## config.mk

```make
export PLATFORM = sky130hd
export DESIGN_NAME = switch_mcu_alu_imm_seq_flat
export DESIGN_NICKNAME = d
export VERILOG_FILES = /design/src/rtl/switch_mcu_alu_imm_seq_pkg.sv /design/src/rtl/switch_mcu_alu_imm_seq_if.sv /design/src/rtl/switch_mcu_alu_imm_seq_shift_iter.sv /design/src/rtl/switch_mcu_alu_imm_seq.sv /design/src/flat_wrapper.sv
export SDC_FILE = /design/constraint.sdc
export NUM_CORES = 1
export LEC_CHECK = 0
export CORE_MARGIN = 5
export CORE_UTILIZATION = 53
export DETAILED_ROUTE_END_ITERATION = 7
export PLACE_DENSITY = 0.78
export SYNTH_ARGS = -nofsm -noshare
export SYNTH_HDL_FRONTEND = slang
export SYNTH_HIERARCHICAL = 1
export SYNTH_SLANG_ARGS = --single-unit
```

## constraint.sdc

```tcl
create_clock -name in_clk -period 3.4 [get_ports in_clk]
set_input_delay 1.02 -clock in_clk [delete_from_list [all_inputs] [get_ports in_clk]]
set_output_delay 1.02 -clock in_clk [all_outputs]
set_load 0.01 [all_outputs]
```

## src/rtl/switch_mcu_alu_imm_seq_pkg.sv

```systemverilog
// Shared definitions for the sequenced OP-IMM ALU: funct3 codes, FSM states and
// small helpers used by the top and the iterative shifter.
package switch_mcu_alu_imm_seq_pkg;

    typedef enum logic [2:0] {
        F3_ADDI  = 3'b000,
        F3_SLLI  = 3'b001,
        F3_SLTI  = 3'b010,
        F3_SLTIU = 3'b011,
        F3_XORI  = 3'b100,
        F3_SRXI  = 3'b101,
        F3_ORI   = 3'b110,
        F3_ANDI  = 3'b111
    } funct3_e;

    typedef enum logic [2:0] {
        ST_IDLE = 3'd0,
        ST_READ = 3'd1,
        ST_WAIT = 3'd2,
        ST_EXEC = 3'd3,
        ST_WB   = 3'd4
    } state_e;

    localparam int IMM_W     = 12;
    localparam int LAT_CNT_W = 3;
    // imm[10] distinguishes SRAI from SRLI and is not part of the shamt field
    localparam logic [IMM_W-1:0] SRA_BIT = 12'h400;

    function automatic int shamt_w(input int xlen);
        return $clog2(xlen);
    endfunction

    function automatic logic is_shift(input funct3_e f3);
        return (f3 == F3_SLLI) || (f3 == F3_SRXI);
    endfunction

endpackage

```

## src/rtl/switch_mcu_alu_imm_seq_if.sv

```systemverilog
// Decoder / register-file facing bundle of the sequenced OP-IMM ALU.
// slave is the ALU side; master is the decoder + register-file side.
interface switch_mcu_alu_imm_seq_if #(
    parameter int XLEN   = 32,
    parameter int REG_AW = 5
);
    import switch_mcu_alu_imm_seq_pkg::*;

    logic                in_start;
    logic [2:0]          in_funct3;
    logic [IMM_W-1:0]    in_imm_type_i;
    logic [REG_AW-1:0]   in_rs1;
    logic [REG_AW-1:0]   in_rd;
    logic [XLEN-1:0]     in_rdata_1;
    logic [REG_AW-1:0]   out_raddr_1;
    logic                out_ren_1;
    logic [REG_AW-1:0]   out_waddr;
    logic                out_wen;
    logic [XLEN-1:0]     out_wdata;
    logic                out_busy;
    logic                out_done;
    logic                out_illegal;

    modport slave (
        input  in_start, in_funct3, in_imm_type_i, in_rs1, in_rd, in_rdata_1,
        output out_raddr_1, out_ren_1, out_waddr, out_wen, out_wdata,
        output out_busy, out_done, out_illegal
    );

    modport master (
        output in_start, in_funct3, in_imm_type_i, in_rs1, in_rd, in_rdata_1,
        input  out_raddr_1, out_ren_1, out_waddr, out_wen, out_wdata,
        input  out_busy, out_done, out_illegal
    );

endinterface

```

## src/rtl/switch_mcu_alu_imm_seq_shift_iter.sv

```systemverilog
// Iterative shifter: loaded with operand and shift amount, then moves at most
// SHIFT_STEP bits per step until the remaining amount is exhausted.
module switch_mcu_alu_imm_seq_shift_iter
    import switch_mcu_alu_imm_seq_pkg::*;
#(
    parameter int XLEN       = 32,
    parameter int SHIFT_STEP = 1
) (
    input  logic                        clk,
    input  logic                        srst,
    input  logic                        i_load,
    input  logic [XLEN-1:0]             i_value,
    input  logic [shamt_w(XLEN)-1:0]    i_shamt,
    input  logic                        i_left,
    input  logic                        i_arith,
    input  logic                        i_step,
    output logic [XLEN-1:0]             o_next_value,
    output logic                        o_last
);
    localparam int SHAMT_W = shamt_w(XLEN);
    localparam int AMT_W   = SHAMT_W + 1;
    localparam logic [AMT_W-1:0] STEP_AMT = AMT_W'(SHIFT_STEP);

    logic [XLEN-1:0]    r_value;
    logic [SHAMT_W-1:0] r_remaining;
    logic               r_left;
    logic               r_arith;

    logic [AMT_W-1:0]   w_rem_ext;
    logic [AMT_W-1:0]   w_amt;

    assign w_rem_ext = {1'b0, r_remaining};
    assign w_amt     = (w_rem_ext > STEP_AMT) ? STEP_AMT : w_rem_ext;
    // the step in progress is the last one once it consumes everything left
    assign o_last    = (w_rem_ext <= STEP_AMT);

    always_comb begin
        o_next_value = r_value;
        if (r_left) begin
            o_next_value = r_value << w_amt;
        end else if (r_arith) begin
            o_next_value = $unsigned($signed(r_value) >>> w_amt);
        end else begin
            o_next_value = r_value >> w_amt;
        end
    end

    always_ff @(posedge clk) begin
        if (srst) begin
            r_value     <= '0;
            r_remaining <= '0;
            r_left      <= 1'b0;
            r_arith     <= 1'b0;
        end else if (i_load) begin
            r_value     <= i_value;
            r_remaining <= i_shamt;
            r_left      <= i_left;
            r_arith     <= i_arith;
        end else if (i_step) begin
            r_value     <= o_next_value;
            r_remaining <= r_remaining - w_amt[SHAMT_W-1:0];
        end
    end

endmodule

```

## src/rtl/switch_mcu_alu_imm_seq.sv

```systemverilog
// Sequenced OP-IMM ALU: reads rs1 through a latency-configurable port, executes
// one I-type op (shifts iteratively) and writes the result back to rd.
module switch_mcu_alu_imm_seq
    import switch_mcu_alu_imm_seq_pkg::*;
#(
    parameter int XLEN       = 32,
    parameter int REG_AW     = 5,
    parameter int RD_LAT     = 1,
    parameter int SHIFT_STEP = 1
) (
    input  logic                     in_clk,
    input  logic                     in_rst,
    switch_mcu_alu_imm_seq_if.slave  bus
);
    localparam int SHAMT_W = shamt_w(XLEN);
    localparam logic [IMM_W-1:0] HI_MASK = IMM_W'(12'hFFF << SHAMT_W);

    state_e              r_state;
    state_e              w_state_next;

    funct3_e             r_funct3;
    logic [IMM_W-1:0]    r_imm;
    logic [REG_AW-1:0]   r_rs1;
    logic [REG_AW-1:0]   r_rd;
    logic [XLEN-1:0]     r_operand;
    logic [LAT_CNT_W-1:0] r_lat_cnt;

    logic                r_ren;
    logic [REG_AW-1:0]   r_raddr;
    logic                r_wen;
    logic [REG_AW-1:0]   r_waddr;
    logic [XLEN-1:0]     r_wdata;
    logic                r_busy;
    logic                r_done;
    logic                r_illegal;

    logic                w_ren_next;
    logic [REG_AW-1:0]   w_raddr_next;
    logic                w_wen_next;
    logic [REG_AW-1:0]   w_waddr_next;
    logic [XLEN-1:0]     w_wdata_next;
    logic                w_busy_next;
    logic                w_done_next;
    logic                w_illegal_next;

    logic [XLEN-1:0]     w_imm_sext;
    logic [IMM_W-1:0]    w_imm_hi;
    logic                w_shift_op;
    logic                w_illegal;
    logic                w_lat_last;
    logic                w_shift_load;
    logic                w_shift_step;
    logic                w_shift_last;
    logic [XLEN-1:0]     w_shift_value;
    logic [XLEN-1:0]     w_result;

    assign w_imm_sext = {{(XLEN-IMM_W){r_imm[IMM_W-1]}}, r_imm};
    assign w_imm_hi   = r_imm & HI_MASK;
    assign w_shift_op = is_shift(r_funct3);
    assign w_illegal  = ((r_funct3 == F3_SLLI) && (w_imm_hi != '0)) ||
                        ((r_funct3 == F3_SRXI) && ((w_imm_hi & ~SRA_BIT) != '0));
    assign w_lat_last = (r_lat_cnt == LAT_CNT_W'(RD_LAT - 1));

    // shifter is loaded straight from the read port on the operand-capture edge
    assign w_shift_load = (r_state == ST_WAIT) && w_lat_last;
    assign w_shift_step = (r_state == ST_EXEC) && w_shift_op;

    switch_mcu_alu_imm_seq_shift_iter #(
        .XLEN       (XLEN),
        .SHIFT_STEP (SHIFT_STEP)
    ) u_shift (
        .clk          (in_clk),
        .srst         (in_rst),
        .i_load       (w_shift_load),
        .i_value      (bus.in_rdata_1),
        .i_shamt      (r_imm[SHAMT_W-1:0]),
        .i_left       (r_funct3 == F3_SLLI),
        .i_arith      (r_imm[10]),
        .i_step       (w_shift_step),
        .o_next_value (w_shift_value),
        .o_last       (w_shift_last)
    );

    always_comb begin
        w_result = '0;
        case (r_funct3)
            F3_ADDI:  w_result = r_operand + w_imm_sext;
            F3_SLTI:  w_result = {{(XLEN-1){1'b0}}, ($signed(r_operand) < $signed(w_imm_sext))};
            F3_SLTIU: w_result = {{(XLEN-1){1'b0}}, (r_operand < w_imm_sext)};
            F3_XORI:  w_result = r_operand ^ w_imm_sext;
            F3_ORI:   w_result = r_operand | w_imm_sext;
            F3_ANDI:  w_result = r_operand & w_imm_sext;
            F3_SLLI,
            F3_SRXI:  w_result = w_shift_value;
            default:  w_result = '0;
        endcase
    end

    always_comb begin
        w_state_next = r_state;
        case (r_state)
            ST_IDLE: if (bus.in_start) w_state_next = ST_READ;
            ST_READ: w_state_next = ST_WAIT;
            ST_WAIT: if (w_lat_last) w_state_next = w_illegal ? ST_WB : ST_EXEC;
            ST_EXEC: if (!w_shift_op || w_shift_last) w_state_next = ST_WB;
            ST_WB:   w_state_next = ST_IDLE;
            default: w_state_next = ST_IDLE;
        endcase

        // outputs are registered, so they are derived from the state being entered
        w_busy_next    = (w_state_next != ST_IDLE);
        w_ren_next     = (w_state_next == ST_READ);
        w_raddr_next   = w_ren_next ? bus.in_rs1 : '0;
        w_done_next    = (w_state_next == ST_WB);
        w_illegal_next = w_done_next && w_illegal;
        w_wen_next     = w_done_next && !w_illegal && (r_rd != '0);
        w_waddr_next   = w_wen_next ? r_rd : '0;
        w_wdata_next   = w_wen_next ? w_result : '0;
    end

    always_ff @(posedge in_clk) begin
        if (in_rst) begin
            r_state <= ST_IDLE;
        end else begin
            r_state <= w_state_next;
        end
    end

    always_ff @(posedge in_clk) begin
        if (in_rst) begin
            r_funct3  <= F3_ADDI;
            r_imm     <= '0;
            r_rs1     <= '0;
            r_rd      <= '0;
            r_operand <= '0;
            r_lat_cnt <= '0;
        end else begin
            if ((r_state == ST_IDLE) && bus.in_start) begin
                r_funct3 <= funct3_e'(bus.in_funct3);
                r_imm    <= bus.in_imm_type_i;
                r_rs1    <= bus.in_rs1;
                r_rd     <= bus.in_rd;
            end
            if (r_state == ST_READ) begin
                r_lat_cnt <= '0;
            end else if (r_state == ST_WAIT) begin
                r_lat_cnt <= r_lat_cnt + 1'b1;
            end
            if (w_shift_load) begin
                r_operand <= bus.in_rdata_1;
            end
        end
    end

    always_ff @(posedge in_clk) begin
        if (in_rst) begin
            r_ren     <= 1'b0;
            r_raddr   <= '0;
            r_wen     <= 1'b0;
            r_waddr   <= '0;
            r_wdata   <= '0;
            r_busy    <= 1'b0;
            r_done    <= 1'b0;
            r_illegal <= 1'b0;
        end else begin
            r_ren     <= w_ren_next;
            r_raddr   <= w_raddr_next;
            r_wen     <= w_wen_next;
            r_waddr   <= w_waddr_next;
            r_wdata   <= w_wdata_next;
            r_busy    <= w_busy_next;
            r_done    <= w_done_next;
            r_illegal <= w_illegal_next;
        end
    end

    assign bus.out_ren_1   = r_ren;
    assign bus.out_raddr_1 = r_raddr;
    assign bus.out_wen     = r_wen;
    assign bus.out_waddr   = r_waddr;
    assign bus.out_wdata   = r_wdata;
    assign bus.out_busy    = r_busy;
    assign bus.out_done    = r_done;
    assign bus.out_illegal = r_illegal;

endmodule
```

## src/flat_wrapper.sv

```systemverilog
// flat-port wrapper written by rule: the top's interface ports become plain ports
module switch_mcu_alu_imm_seq_flat import switch_mcu_alu_imm_seq_pkg::*;
#(
    parameter int XLEN       = 32,
    parameter int REG_AW     = 5,
    parameter int RD_LAT     = 1,
    parameter int SHIFT_STEP = 1
)
  (in_clk, in_rst, bus_in_start, bus_in_funct3, bus_in_imm_type_i, bus_in_rs1, bus_in_rd, bus_in_rdata_1, bus_out_raddr_1, bus_out_ren_1, bus_out_waddr, bus_out_wen, bus_out_wdata, bus_out_busy, bus_out_done, bus_out_illegal);
  switch_mcu_alu_imm_seq_if #(.XLEN(XLEN), .REG_AW(REG_AW)) bus_i ();
  input  logic in_clk;
  input  logic in_rst;
  input wire logic [$bits(bus_i.in_start)-1:0] bus_in_start;
  input wire logic [$bits(bus_i.in_funct3)-1:0] bus_in_funct3;
  input wire logic [$bits(bus_i.in_imm_type_i)-1:0] bus_in_imm_type_i;
  input wire logic [$bits(bus_i.in_rs1)-1:0] bus_in_rs1;
  input wire logic [$bits(bus_i.in_rd)-1:0] bus_in_rd;
  input wire logic [$bits(bus_i.in_rdata_1)-1:0] bus_in_rdata_1;
  output wire logic [$bits(bus_i.out_raddr_1)-1:0] bus_out_raddr_1;
  output wire logic [$bits(bus_i.out_ren_1)-1:0] bus_out_ren_1;
  output wire logic [$bits(bus_i.out_waddr)-1:0] bus_out_waddr;
  output wire logic [$bits(bus_i.out_wen)-1:0] bus_out_wen;
  output wire logic [$bits(bus_i.out_wdata)-1:0] bus_out_wdata;
  output wire logic [$bits(bus_i.out_busy)-1:0] bus_out_busy;
  output wire logic [$bits(bus_i.out_done)-1:0] bus_out_done;
  output wire logic [$bits(bus_i.out_illegal)-1:0] bus_out_illegal;
  assign bus_i.in_start = bus_in_start;
  assign bus_i.in_funct3 = bus_in_funct3;
  assign bus_i.in_imm_type_i = bus_in_imm_type_i;
  assign bus_i.in_rs1 = bus_in_rs1;
  assign bus_i.in_rd = bus_in_rd;
  assign bus_i.in_rdata_1 = bus_in_rdata_1;
  assign bus_out_raddr_1 = bus_i.out_raddr_1;
  assign bus_out_ren_1 = bus_i.out_ren_1;
  assign bus_out_waddr = bus_i.out_waddr;
  assign bus_out_wen = bus_i.out_wen;
  assign bus_out_wdata = bus_i.out_wdata;
  assign bus_out_busy = bus_i.out_busy;
  assign bus_out_done = bus_i.out_done;
  assign bus_out_illegal = bus_i.out_illegal;
  switch_mcu_alu_imm_seq #(.XLEN(XLEN), .REG_AW(REG_AW), .RD_LAT(RD_LAT), .SHIFT_STEP(SHIFT_STEP)) u_core (.in_clk(in_clk), .in_rst(in_rst), .bus(bus_i));
endmodule
```

# ---- After elaboration in Yosys (flattened, before gate mapping)
# Cells that the tools add are included.
dict set report classes {
  addsub 3
  n_mul 0
  div_mod_pow 0
  n_lt_le_gt_ge 4
  eq_ne 12
  shift 3
  mux 13
  n_bitwise 5
  n_reduce_logical 25
}
# op n
set op_table {}
lappend op_table {{$pmux W32 S7} 1}
lappend op_table {{$mux W32} 4}
lappend op_table {{$add A32 B32 Y32} 1}
lappend op_table {{$and A32 B32 Y32} 1}
lappend op_table {{$lt A32 B12 Y1} 1}
lappend op_table {{$lt A32 B32 Y1} 1}
lappend op_table {{$or A32 B32 Y32} 1}
lappend op_table {{$shl A32 B5 Y32} 1}
lappend op_table {{$shr A32 B5 Y32} 1}
lappend op_table {{$sshr A32 B5 Y32} 1}
lappend op_table {{$xor A32 B32 Y32} 1}
lappend op_table {{$reduce_bool A12 Y1} 2}
lappend op_table {{$eq A3 B3 Y1 const B} 5}
lappend op_table {{$mux W5} 3}
lappend op_table {{$eq A3 B2 Y1 const B} 4}
lappend op_table {{$mux W3} 4}
lappend op_table {{$pmux W3 S4} 1}
lappend op_table {{$eq A3 B1 Y1 const B} 3}
lappend op_table {{$logic_not A3 Y1} 3}
lappend op_table {{$logic_and A1 B1 Y1} 8}
lappend op_table {{$reduce_or A2 Y1} 4}
lappend op_table {{$gt A5 B1 Y1 const B} 1}
lappend op_table {{$le A5 B1 Y1 const B} 1}
lappend op_table {{$reduce_bool A5 Y1} 1}
lappend op_table {{7 further kinds} 11}
dict set report totals {
  ff_bits 144
  latch_bits 0
  ram_bits 0
  romBits 0
  inputBits 60
  output_inout_bits 47
  elab_cells 83
  n_memories 0
}

# ---- Logic depth before layout (Yosys ltp)
# Gate-level depths: netlist of the first run.
dict set report logic_depth {
  ltp_word 11
  depth_mapped 13
  mapped_depth_nobuf 11
}

# ---- Hierarchy
# Netlist of the first run, hierarchy kept.
# module instances cells_each area_each_um2 seq_area_each_um2
set modules_own_cells {}
lappend modules_own_cells {switch_mcu_alu_imm_seq 1 1011 7546.0 2102.0}
lappend modules_own_cells {switch_mcu_alu_imm_seq_shift_iter 1 372 2901.5 780.7}

# ---- Worst setup path before layout of the first run
# No wires, ideal clock.
dict set report synth_timing {
  path_kind {flip-flop to flip-flop}
  startpoint {register u_core.r_imm[11]}
  endpoint {register u_core.r_wdata[30], in the netlist u_core/bus.out_wdata[30]}
  setup_time_ps 62
  t_arrival_ps 3653
  required_ps 3338
  setup_slack_ps -315
  path_stages_with_launch 9
  path_buffers 1
  synth_period_minus_slack_ps 3715
  cell_sequence {dfxtp_1 -> inv_1 -> ha_1 -> clkbuf_1 -> nand4_1 -> o31ai_1 -> a221oi_1 -> or4b_1 -> nand3_1}
}
dict set report synth_between {
  elab_chain_cells 11
  word_cells_on_any_way 19
  classes_between {1 x add/sub; 1 x eq/ne; 4 x mux; 4 x bitwise; 9 x reduce/logical}
}
# item line_no
set synth_lines {}
lappend synth_lines {{start, declared} switch_mcu_alu_imm_seq.sv:22} ;# logic [IMM_W-1:0] r_imm;
lappend synth_lines {{start signal, assigned} switch_mcu_alu_imm_seq.sv:140} ;# r_imm <= bus.in_imm_type_i;
lappend synth_lines {{$reduce_bool A12 Y1, on equally long branches} {switch_mcu_alu_imm_seq.sv:60, switch_mcu_alu_imm_seq.sv:61}}
lappend synth_lines {{$logic_and A1 B1 Y1, on equally long branches} {switch_mcu_alu_imm_seq.sv:60, switch_mcu_alu_imm_seq.sv:61}}
lappend synth_lines {{$logic_or A1 B1 Y1} switch_mcu_alu_imm_seq.sv:60} ;# assign w_illegal = ((r_funct3 == F3_SLLI) && (w_imm_hi != '0)) ||
lappend synth_lines {{$mux W3 (2 in series)} switch_mcu_alu_imm_seq.sv:104} ;# ST_WAIT: if (w_lat_last) w_state_next = w_illegal ? ST_WB : ST_EXEC;
lappend synth_lines {{$pmux W3 S4} switch_mcu_alu_imm_seq.sv:101} ;# case (r_state)
lappend synth_lines {{$eq A3 B3 Y1} switch_mcu_alu_imm_seq.sv:114} ;# w_done_next = (w_state_next == ST_WB);
lappend synth_lines {{$logic_and A1 B1 Y1 (2 in series)} switch_mcu_alu_imm_seq.sv:116} ;# w_wen_next = w_done_next && !w_illegal && (r_rd != '0);
lappend synth_lines {{$not A1 Y1 (no line)} --}
lappend synth_lines {{$reduce_or A2 Y1 (no line)} --}
lappend synth_lines {{end signal, assigned} switch_mcu_alu_imm_seq.sv:170} ;# r_wdata <= w_wdata_next;
lappend synth_lines {{end, declared} switch_mcu_alu_imm_seq.sv:32} ;# logic [XLEN-1:0] r_wdata;
# Parallel ways exist; a longest one is shown, timed or not.
# A chain may end at the register's enable or synchronous reset.

# ---- Final worst setup path of the first run
dict set report layout_timing {
  startpoint {register u_core.r_imm[0]}
  endpoint {register u_core.r_wdata[30], in the netlist u_core/bus.out_wdata[30]}
}
dict set report layout_between {
  elab_chain_cells 2
}
# item line_no
set layout_lines {}
lappend layout_lines {{$add A32 B32 Y32} switch_mcu_alu_imm_seq.sv:87} ;# F3_ADDI: w_result = r_operand + w_imm_sext;
lappend layout_lines {{$pmux W32 S7} switch_mcu_alu_imm_seq.sv:86} ;# case (r_funct3)
# No other way between the ends.

==> metrics.cfg, run 1 <==
[grt]
grt_pass1_vias = 9455
grt_pass1_wl_um = 50100
antenna_found_initial = 0
grt_max_degree = 83
grt_use_total = 0.278
grt_overflow_total = 0

[clocking]
insertion_delay_ns = 0.44
cts_tree = built
ctsHoldBuffers = 0
numCtsBuffers = 17
cts_root_buffer = clkbuf_16
cts_resized = 0
cts_post_setup_buffers_inserted = 0
htree_levels = 4
clkSinkCount = 144
cts_buffer_depth = 2
clk_pin_slew_ns = 0.07

[worst_hold_path]
hp-class = reg2reg
whs_path_depth = 2
hold_start = u_core/r_rd[2]
min_to = u_core/r_rd[2]

[synthesis]
yosys_register_bits = 144
synth_common_cells = 191 x a21oi_1, 175 x nand2_1, 144 x dfxtp_1
ys_async_sr_fraction = 0
synthCells = 1383
ys.warnings.count = 6
synthFlopType = dfxtp_1
synth_cell_types = 71
syn_area_per_cell_sq_um = 7.55
synth_area_leader_cell = dfxtp_1
synth_area_sq_mm = 0.0104
yosysMostFrequentCell = a21oi_1
synth_nets = 1543
synth_top_area_share = 0.276
synth_area_leaders = dfxtp_1 28%, ha_1 12%, a21oi_1 9.1%, nand2_1 6.3%, nor2_1 3.8%
synth-edff-count = 0
synth_seq_area_share = 0.276

[power]
pwr_density_cell_mw_per_mm2 = 529
leakagePower_nw = 4.40
peakVddDrop_mv = 0.371

[detailed_routing]
vias = 10400
detail_route.drc_violations = 0
wl_per_cell_um = 18.9
drtPass1Iterations = 7
ant_nets = 0
dr.first_iter.drc_count = 1699
vias_per_cell = 6.14
finalWirelength_um = 32100

[sta]
finalHoldViolations = 0
final_max_slew_viol_count = 0
fin_crit_sh = 0.925
slew_headroom = 0.313
grt_setup_unrepaired = no
worstMarginPinSlew_ns = 1.03
setup_slack_ns = 0.256
clock_skew_ns = 0.0120
setup_tns_ns = 0
setup_violations = 0
fmax_mhz = 318
period_needed_ns = 3.14

[critical_path]
worst_path_dominant_cell_family = compound AO/OA/AOI/OAI gates
worst_ep_required_time_ns = 3.77
worstSetupStartpointType = flop
reg2reg_slack_ns = 0.26
slowest_delay_ns = 0.52
crit_fanout = 5
slowest_stage = or4b_1
r2r_end = u_core/bus.out_wdata[30]
critPathKind = reg2reg
cp-end-kind = flop
r2r-start = u_core/r_imm[0]
cp_cell_sequence = ha_1 > inv_1 > fa_1 > nand2b_1 > a21oi_1 > o22ai_1 > o31ai_1 > a221oi_1 > or4b_1 > nand3_1
arrival_ns = 3.52
path_buf_inv = 1
r2r_cells = 10

[final_layout]
nFillCells = 1711
diodes = 0
drive_gt1_frac = 0.0599
nNetsFinal = 1583
area_growth_pct = 17.4

[place]
dp_hpwl_um = 22400
pre_cts_ws_ns = 0.339
place_congestion = 0.971
io_buffer_count = 106

[outcome]
outcome = finished, final reports clean

[floorplanning]
die_w_um = 150
rows = 51
die_y_um = 150
core_sq_mm = 0.0195
start_util = 0.537
dieArea_sq_mm = 0.0226
ios = 107

[flow_run]
drv_cap = 0

-- worst reg2reg max path: cells and delay by family (launching register included) --
kind | cells | cell delay [ns]
AOI/OAI and AO/OA | 4 | 1.16
adders and majority gates | 2 | 0.62
buffers and inverters | 1 | 0.09
DFF | 1 | 0.41
and+or+nand+nor | 3 | 0.80
-- worst max path at each step --
stage                     startpoint                       end  slack (ns)  cells after the start
floorplan           u_core/r_imm[11]  u_core/bus.out_wdata[30]        0.14                      8
global placement     u_core/r_imm[0]  u_core/bus.out_wdata[30]        0.40                     10
detailed placement   u_core/r_imm[0]  u_core/bus.out_wdata[30]        0.34                     10
CTS                  u_core/r_imm[0]  u_core/bus.out_wdata[30]        0.32                     10
global route         u_core/r_imm[0]  u_core/bus.out_wdata[30]        0.08                     10
finish               u_core/r_imm[0]  u_core/bus.out_wdata[30]        0.26                     10
-- through the flow --
step	total power [mW]	hold slack, ns	instances	area (sq um)	utilization
2_1_floorplan	3.67	0.444	1383	10500	-
3_3_place_gp	4.30	0.456	1669	11600	0.597
3_5_place_dp	4.34	0.458	1669	11600	0.597
4_1_cts	6.43	0.468	1701	12300	0.630
5_1_grt	6.82	0.489	1701	12300	0.630
6_report	6.49	0.467	1701	12300	0.630
-- layout by cell type (no fill, tap or decap), drive strengths merged, types with 18 or more instances in the layout --
cell	n
nand3b	32
or4	37
nor2	108
a21oi	191
nand2	176
buf	27
dfxtp	144
nor3b	33
a31oi	37
nor2b	18
ha	99
inv	88
o22ai	19
o21ai	54
clkdlybuf4s50	105
mux2i	40
-- state kept, by name, summed over array words and instances, names as in the netlist --
signal	count
u_core/r_state	3
u_core/bus.out_wen	1
u_core/r_lat_cnt	3
u_core/u_shift/r_value	32
u_core/u_shift/r_arith	1
u_core/r_operand	32
u_core/r_funct3	3
u_core/u_shift/r_remaining	5
u_core/bus.out_wdata	32
u_core/bus.out_illegal	1
u_core/bus.out_ren_1	1
u_core/bus.out_waddr	5
u_core/r_rd	5
u_core/u_shift/r_left	1
u_core/r_imm	12
u_core/bus.out_done	1
u_core/bus.out_busy	1
u_core/bus.out_raddr_1	5
-- area by class of cell --
type | instances | area (sq um) | area share
clock buffers | 17 | 425 | 0.0347
clock inverters | 15 | 214 | 0.0174
inverters | 81 | 324 | 0.0264
multi-input cells | 1047 | 6790 | 0.554
flip-flops and latches | 144 | 2890 | 0.236
well taps | 265 | 332 | 0.0270
repair buffers | 132 | 1290 | 0.105
-- logic make-up after synthesis --
kind of cell / share of synthesized area
buffers and inverters: 0.0753
AO/OA/AOI/OAI: 0.233
XOR/XNOR: 0.0210
flip-flops: 0.276
adder cells (fa/ha/maj): 0.120
AND/OR/NAND/NOR: 0.231
multiplexers: 0.0430
-- power by group --
group,internal [mW],switching [mW],total [mW]
Clock,1.20,0.875,2.07
Sequential,1.86,0.218,2.08
Combinational,0.883,1.45,2.34
Total,3.94,2.55,6.49
-- routing by layer --
| layer | track usage | wire [um] | vias up |
|---|---|---|---|
| met5 | 0 | 0 | - |
| met4 | 0.0947 | 844 | 0 |
| met3 | 0.0671 | 3650 | 77 |
| met2 | 0.403 | 13800 | 556 |
| met1 | 0.403 | 13800 | 4839 |
| li1 | - | - | 4977 |
Power figures use the tool's default switching activity.
==> inputs of run 2 (changes only) <==
==> constraint.sdc (replaced) <==
create_clock -name in_clk -period 2.6 [get_ports in_clk]
set_input_delay 0.52 -clock in_clk [delete_from_list [all_inputs] [get_ports in_clk]]
set_output_delay 0.52 -clock in_clk [all_outputs]
set_load 0.01 [all_outputs]
==> metrics.cfg, run 2 (synthesis results as in run 1) <==
[final_layout]
multi_input_area_sq_mm = 0.00702  ; +3.4%
final_common_cell = a21oi_1
register_area_sq_mm = 0.00289  ; about the same
layout_common_cells = 187 x a21oi_1, 175 x nand2_1, 139 x dfxtp_1, 105 x clkdlybuf4s50_1, 103 x nor2_1
nNetsFinal = 1658  ; +4.7%
nFillCells = 1640  ; -4.1%
drive_gt1_frac = 0.129  ; +0.0692
area_growth_pct = 25.3
diodes = 0  ; unchanged

[sta]
slew_headroom = 0.622  ; +0.309
fmax_mhz = 386  ; +21%
setup_violations = 0  ; unchanged
finalHoldViolations = 0  ; unchanged
final_max_slew_viol_count = 0  ; unchanged
clock_skew_ns = 0.0113  ; -0.000707 ns
period_needed_ns = 2.59  ; -0.555 ns
fin_crit_sh = 0.996  ; +0.0710
worstMarginPinSlew_ns = 0.563  ; -0.467 ns
grt_setup_unrepaired = yes
whs_ns = 0.467  ; +0.0000270 ns

[power]
p_total_mw = 8.53  ; +31%
pwr_density_cell_mw_per_mm2 = 651  ; +23%
peakVddDrop_mv = 0.555  ; +50%
leakagePower_nw = 4.83  ; +9.9%

[detailed_routing]
ant_nets = 0  ; unchanged
wl_met2_um = 14400  ; +4.6%
drtPass1Iterations = 6  ; -1
dr_wl_met3_um = 3510  ; -3.8%
dr.first_iter.drc_count = 1526  ; -10%
vias_per_cell = 6.07  ; -1.2%
finalWirelength_um = 33200  ; +3.3%
top_layer = met4
met1_length_um = 14700  ; +6.3%
vias = 10800  ; +3.2%
detail_route.drc_violations = 0  ; unchanged
wl_per_cell_um = 18.7  ; -1.0%

[critical_path]
arrival_ns = 2.94  ; -0.58 ns
cp-end-kind = flop
slowest_delay_ns = 0.56  ; +0.04 ns
worst_path_dominant_cell_family = simple AND/OR/NAND/NOR gates
reg2reg_slack_ns = 0.01  ; -0.24 ns
critPathKind = reg2reg
worst_ep_required_time_ns = 2.95  ; -0.82 ns
worstSetupStartpointType = flop
r2r_cells = 8  ; -2
cpMostUsedCell = or4_4
path_buf_inv = 1  ; unchanged
r2r-start = u_core/r_imm[6]
slowest_stage = or4_4
critical_path.startpoint = u_core/r_imm[6]
cp_cell_sequence = or4_4 > a2111oi_4 > a21oi_2 > a2111o_2 > clkinv_8 > nand2_4 > or4_4 > o211ai_2
r2r_end = u_core/bus.out_wdata[26]
crit_fanout = 4  ; -1

[clocking]
insertion_delay_ns = 0.43  ; about the same
cts_tree = built
numCtsBuffers = 17  ; unchanged
cts_buffer_depth = 2  ; unchanged
cts_root_buffer = clkbuf_16
ctsHoldBuffers = 0  ; unchanged
clkSinkCount = 144  ; unchanged
htree_levels = 4  ; unchanged
clk_pin_slew_ns = 0.07  ; about the same

[floorplanning]
dieArea_sq_mm = 0.0226  ; unchanged
die_y_um = 150  ; unchanged
core_sq_mm = 0.0195  ; unchanged
start_util = 0.537  ; unchanged
rows = 51  ; unchanged
ios = 107  ; unchanged
die_w_um = 150  ; unchanged

[worst_hold_path]
hp-class = reg2reg
min_to = u_core/r_rd[2]
hold_start = u_core/r_rd[2]
whs_path_depth = 2  ; unchanged

[place]
io_buffer_count = 106  ; unchanged
place_congestion = 0.960  ; -1.1%
dp_hpwl_um = 23400  ; +4.3%

[grt]
grt_overflow_total = 0  ; unchanged
grt_use_total = 0.289  ; +0.0106
antenna_found_initial = 0  ; unchanged
grt_max_degree = 102  ; +23%
grt_pass1_vias = 9749  ; +3.1%
grt_pass1_wl_um = 52400  ; +4.5%

[flow_run]
drv_cap = 0  ; unchanged

[outcome]
outcome = finished, final reports clean

run 2: worst reg2reg max path, cell delays in order, from the launching register on:
cell	delay [ns]
dfxtp_2	0.33
or4_4	0.56
a2111oi_4	0.33
a21oi_2	0.10
a2111o_2	0.49
clkinv_8	0.09
nand2_4	0.04
or4_4	0.50
o211ai_2	0.08
run 2: cell type report:
type / instances / area share
flip-flops and latches: 144 / 0.221
multi-input cells: 1047 / 0.536
clock inverters: 15 / 0.0128
well taps: 265 / 0.0253
inverters: 81 / 0.0248
repair buffers: 207 / 0.147
clock buffers: 17 / 0.0325
run 2: per-stage QoR:
step | TNS (ns) | util | setup slack, ns | instances | cell area [sq um]
floorplan | -6.81 | - | -0.565 | 1383 | 10500
global placement | -0.230 | 0.630 | -0.0752 | 1737 | 12300
detailed placement | -0.494 | 0.630 | -0.129 | 1737 | 12300
CTS | -0.0828 | 0.666 | -0.0499 | 1775 | 13000
global route | -0.153 | 0.672 | -0.0478 | 1776 | 13100
finish | 0 | 0.672 | 0.0113 | 1776 | 13100
run 2: routing by layer:
layer / vias up / global-route usage
met5: - / 0
met4: 0 / 0.0750
met3: 53 / 0.0545
met2: 563 / 0.427
met1: 5055 / 0.429
li1: 5112 / -
run 2: where the power goes:
| part | internal, mW | switching, mW |
|---|---|---|
| clock | 1.36 | 1.12 |
| sequential | 2.44 | 0.276 |
| combinational | 1.33 | 2.00 |
run 2: how the worst max path moves through the flow:
stage | cells after the start | slack (ns) | endpoint
4_1_cts | 8 | -0.05 | u_core/bus.out_wdata[26]
2_1_floorplan | 10 | -0.57 | u_core/bus.out_wdata[29]
6_report | 8 | 0.01 | u_core/bus.out_wdata[26]
3_5_place_dp | 10 | -0.13 | u_core/bus.out_wdata[30]
3_3_place_gp | 10 | -0.08 | u_core/bus.out_wdata[30]
5_1_grt | 7 | -0.05 | u_core/bus.out_wdata[30]
run 2: what timing repair did:
| action | 4_1_cts | 5_1_grt |
|---|---|---|
| pin swaps | 5 | 10 |
| gates resized for setup | 9 | 29 |
| cloned | 1 | 0 |
| setup buffers | 5 | 1 |
| endpoints found under the setup margin | 11 | 26 |
==> inputs of run 3 (changes only) <==
CTS_CLUSTER_SIZE = 30   (was not set)
==> results of run 3 <==
Same layout as run 2: the final DEF is identical, and so are final timing and power.
==> RTL change, RTL diff (settings of run 2) <==
`REG_AW` is set to 5 in 3 places; all go to 6.
--- a/src/rtl/switch_mcu_alu_imm_seq_if.sv
+++ b/src/rtl/switch_mcu_alu_imm_seq_if.sv
@@ -4,3 +4,3 @@
     parameter int XLEN   = 32,
-    parameter int REG_AW = 5
+    parameter int REG_AW = 6
 );
--- a/src/rtl/switch_mcu_alu_imm_seq.sv
+++ b/src/rtl/switch_mcu_alu_imm_seq.sv
@@ -6,3 +6,3 @@
     parameter int XLEN       = 32,
-    parameter int REG_AW     = 5,
+    parameter int REG_AW     = 6,
     parameter int RD_LAT     = 1,
--- a/src/flat_wrapper.sv
+++ b/src/flat_wrapper.sv
@@ -4,3 +4,3 @@
     parameter int XLEN       = 32,
-    parameter int REG_AW     = 5,
+    parameter int REG_AW     = 6,
     parameter int RD_LAT     = 1,
Ports: changed (resized bus_in_rd, bus_in_rs1, bus_out_raddr_1 and bus_out_waddr); port bits go from 107 to 111. The function was not compared with the original's and may differ.
==> RTL change against run 2 <==
Routed wire length is 5.5% higher. Cell area increased by 3.0%. Total power increased by 2.7%. Cell count increased by 2.0%. Setup slack better by 26 ps. Sequential cell count grew 3. Synthesized area is 0.55% higher. Combinational power increased by 5%. Critical path type unchanged. Critical endpoint is now u_core/bus.out_wdata[25]. Highest routed layer unchanged.
==> RTL change: results (changes against run 2) <==
| Metric | Value |
|---|---|
| Outcome | finished, final reports clean (unchanged) |
| Synth Area in Adders | 12.0% (about the same) |
| Yosys warning count | 6 (unchanged) |
| All-layer global routing usage | 30.3% (was 28.9%) |
| Switching Share | 40.7% (was 39.8%) |
| Maximum number of pins on one net before global-route repair | 72 (was 102) |
| CTS Buffer Depth | 2 (unchanged) |
| Mux cell area share after synthesis | 4.50% (was 4.30%) |
| First-pass GRT wire length | 54600 um (was 52400 um) |
| Most used DFF post-synth | dfxtp_1 (unchanged) |
| Final nets | 1696 (was 1658) |
| Post-Synth XOR/XNOR Area | 1.83% (was 2.10%) |
| Critical Path Fanout Max | 5 (was 4) |
| Hold Crit Class | register to register (unchanged) |
| Skew final | 12.1 ps (was 11.3 ps) |
| CTS buffer count | 17 (unchanged) |
| Drt first-iter violations | 1241 (was 1526) |
| Post-DP HPWL | 25100 um (was 23400 um) |
| Initial antenna violation count | 0 (unchanged) |
| Synth top cells by count | 188 x a21oi_1, 172 x nand2_1, 147 x dfxtp_1 (was 191 x a21oi_1, 175 x nand2_1, 144 x dfxtp_1) |
| Hold buffers post-CTS | 0 (unchanged) |
| Register area share after synthesis | 28.0% (was 27.6%) |
| Leakage | 5.04 nW (was 4.83 nW) |
| Clock power frac | 28.6% (was 29.1%) |
| DR pass1 iterations | 5 (was 6) |
| Drt total wl | 35000 um (was 33200 um) |
| Vias | 10900 (was 10800) |
| Antenna diodes | 0 (unchanged) |
| Worst vdd ir | 0.000597 V (was 0.000555 V) |
| Post-synthesis async set-or-reset flop share | 0% (unchanged) |
| Synth top area cells | dfxtp_1 28%, ha_1 12%, a21oi_1 9.0%, nand2_1 6.1%, mux2i_1 3.7% (was dfxtp_1 28%, ha_1 12%, a21oi_1 9.1%, nand2_1 6.3%, nor2_1 3.8%) |
| Layout cell share with drive strength beyond 1 | 15.7% (was 12.9%) |
| Rel. slew slack | 47.4% (was 62.2%) |
| Dpl ws | -43.4 ps (was -129 ps) |
| Gp weighted congestion | 0.964 (was 0.960) |
| Syn Nets | 1543 (unchanged) |
| Post-synthesis cell type count | 78 (was 71) |
| # port buffers | 110 (was 106) |
| Vias in the first global route | 10100 (was 9749) |
| Reg clk slew, reported paths | 70 ps (about the same) |
| Synth Area in Compound Gates | 22.9% (was 23.3%) |
| Post-synth top area share | 28.0% (was 27.6%) |
[RTL change: cell count changes after synthesis, moves of 7 or more]
| cell | change |
|---|---|
| o21ai_1 | +8 |
| o21bai_1 | +7 |
| nor2_1 | -16 |
| and2_1 | +7 |
| o21ai_0 | -7 |
[RTL change: cell type report]
type / instances / area, um2
well taps: 265 / 332
repair buffers: 244 / 2200
inverters: 80 / 313
clock buffers: 17 / 425
flip-flops and latches: 147 / 2960
multi-input cells: 1044 / 7070
fillers: 1579 / 5980
clock inverters: 15 / 183
[RTL change: logic make-up after synthesis]
| group | Yosys count |
|---|---|
| and+or+nand+nor | 480 |
| AOI/OAI and AO/OA | 396 |
| buffers and inverters | 190 |
| DFF | 147 |
| adders and majority gates | 100 |
| muxes | 46 |
| xor gates and xnor gates | 22 |
[RTL change: final timing paths]
path | endpoint | startpoint | slack [ps] | depth (start not counted)
setup / recovery | u_core/bus.out_wdata[25] | u_core/r_imm[11] | 40 | 11
setup reg to reg | u_core/bus.out_wdata[25] | u_core/r_imm[11] | 40 | 11
hold / removal | u_core/r_rd[4] | u_core/r_rd[4] | 470 | 2
hold reg to reg | u_core/r_rd[4] | u_core/r_rd[4] | 470 | 2
[RTL change: routing by layer]
metal  GRT usage (%)  vias to the layer above  routed length, um
met4            7.62                        0                749
li1                -                     5190                  -
met1            43.2                     5089              15000
met5               0                        -                  0
met2            46.0                      569              15300
met3            7.45                       59               3940
[RTL change: worst max-delay path: stages (launching register included)]
cell	delay (ps)
dfxtp_4	360
clkinvlp_4	110
buf_4	170
ha_4	290
nand4_1	100
or3_1	370
a211oi_2	210
o21ai_1	130
a31o_2	310
o211ai_1	180
o31a_1	160
o22ai_1	70
[RTL change: stage by stage]
stage	utilization, %	instances	total power [mW]	instance area [um2]
2_1_floorplan	-	1381	4.90	10700
4_1_cts	68.3	1810	8.59	13300
3_5_place_dp	65.1	1778	6.06	12700
3_3_place_gp	65.1	1778	6.00	12700
5_1_grt	69.3	1812	9.19	13500
6_report	69.3	1812	8.76	13500
[RTL change: what timing repair did]
item / 4_1_cts / 5_1_grt
pin swaps: 0 / 11
endpoints found under the setup margin: 3 / 21
buffers inserted: 0 / 2
resized for setup: 4 / 37
[RTL change: power by group through the flow]
stage / logic, mW / clock network, mW / registers, mW
2_1_floorplan: 2.17 / 0 / 2.73
3_3_place_gp: 3.22 / 0 / 2.78
3_5_place_dp: 3.27 / 0 / 2.79
4_1_cts: 3.32 / 2.53 / 2.74
5_1_grt: 3.78 / 2.63 / 2.78
6_report: 3.50 / 2.51 / 2.76
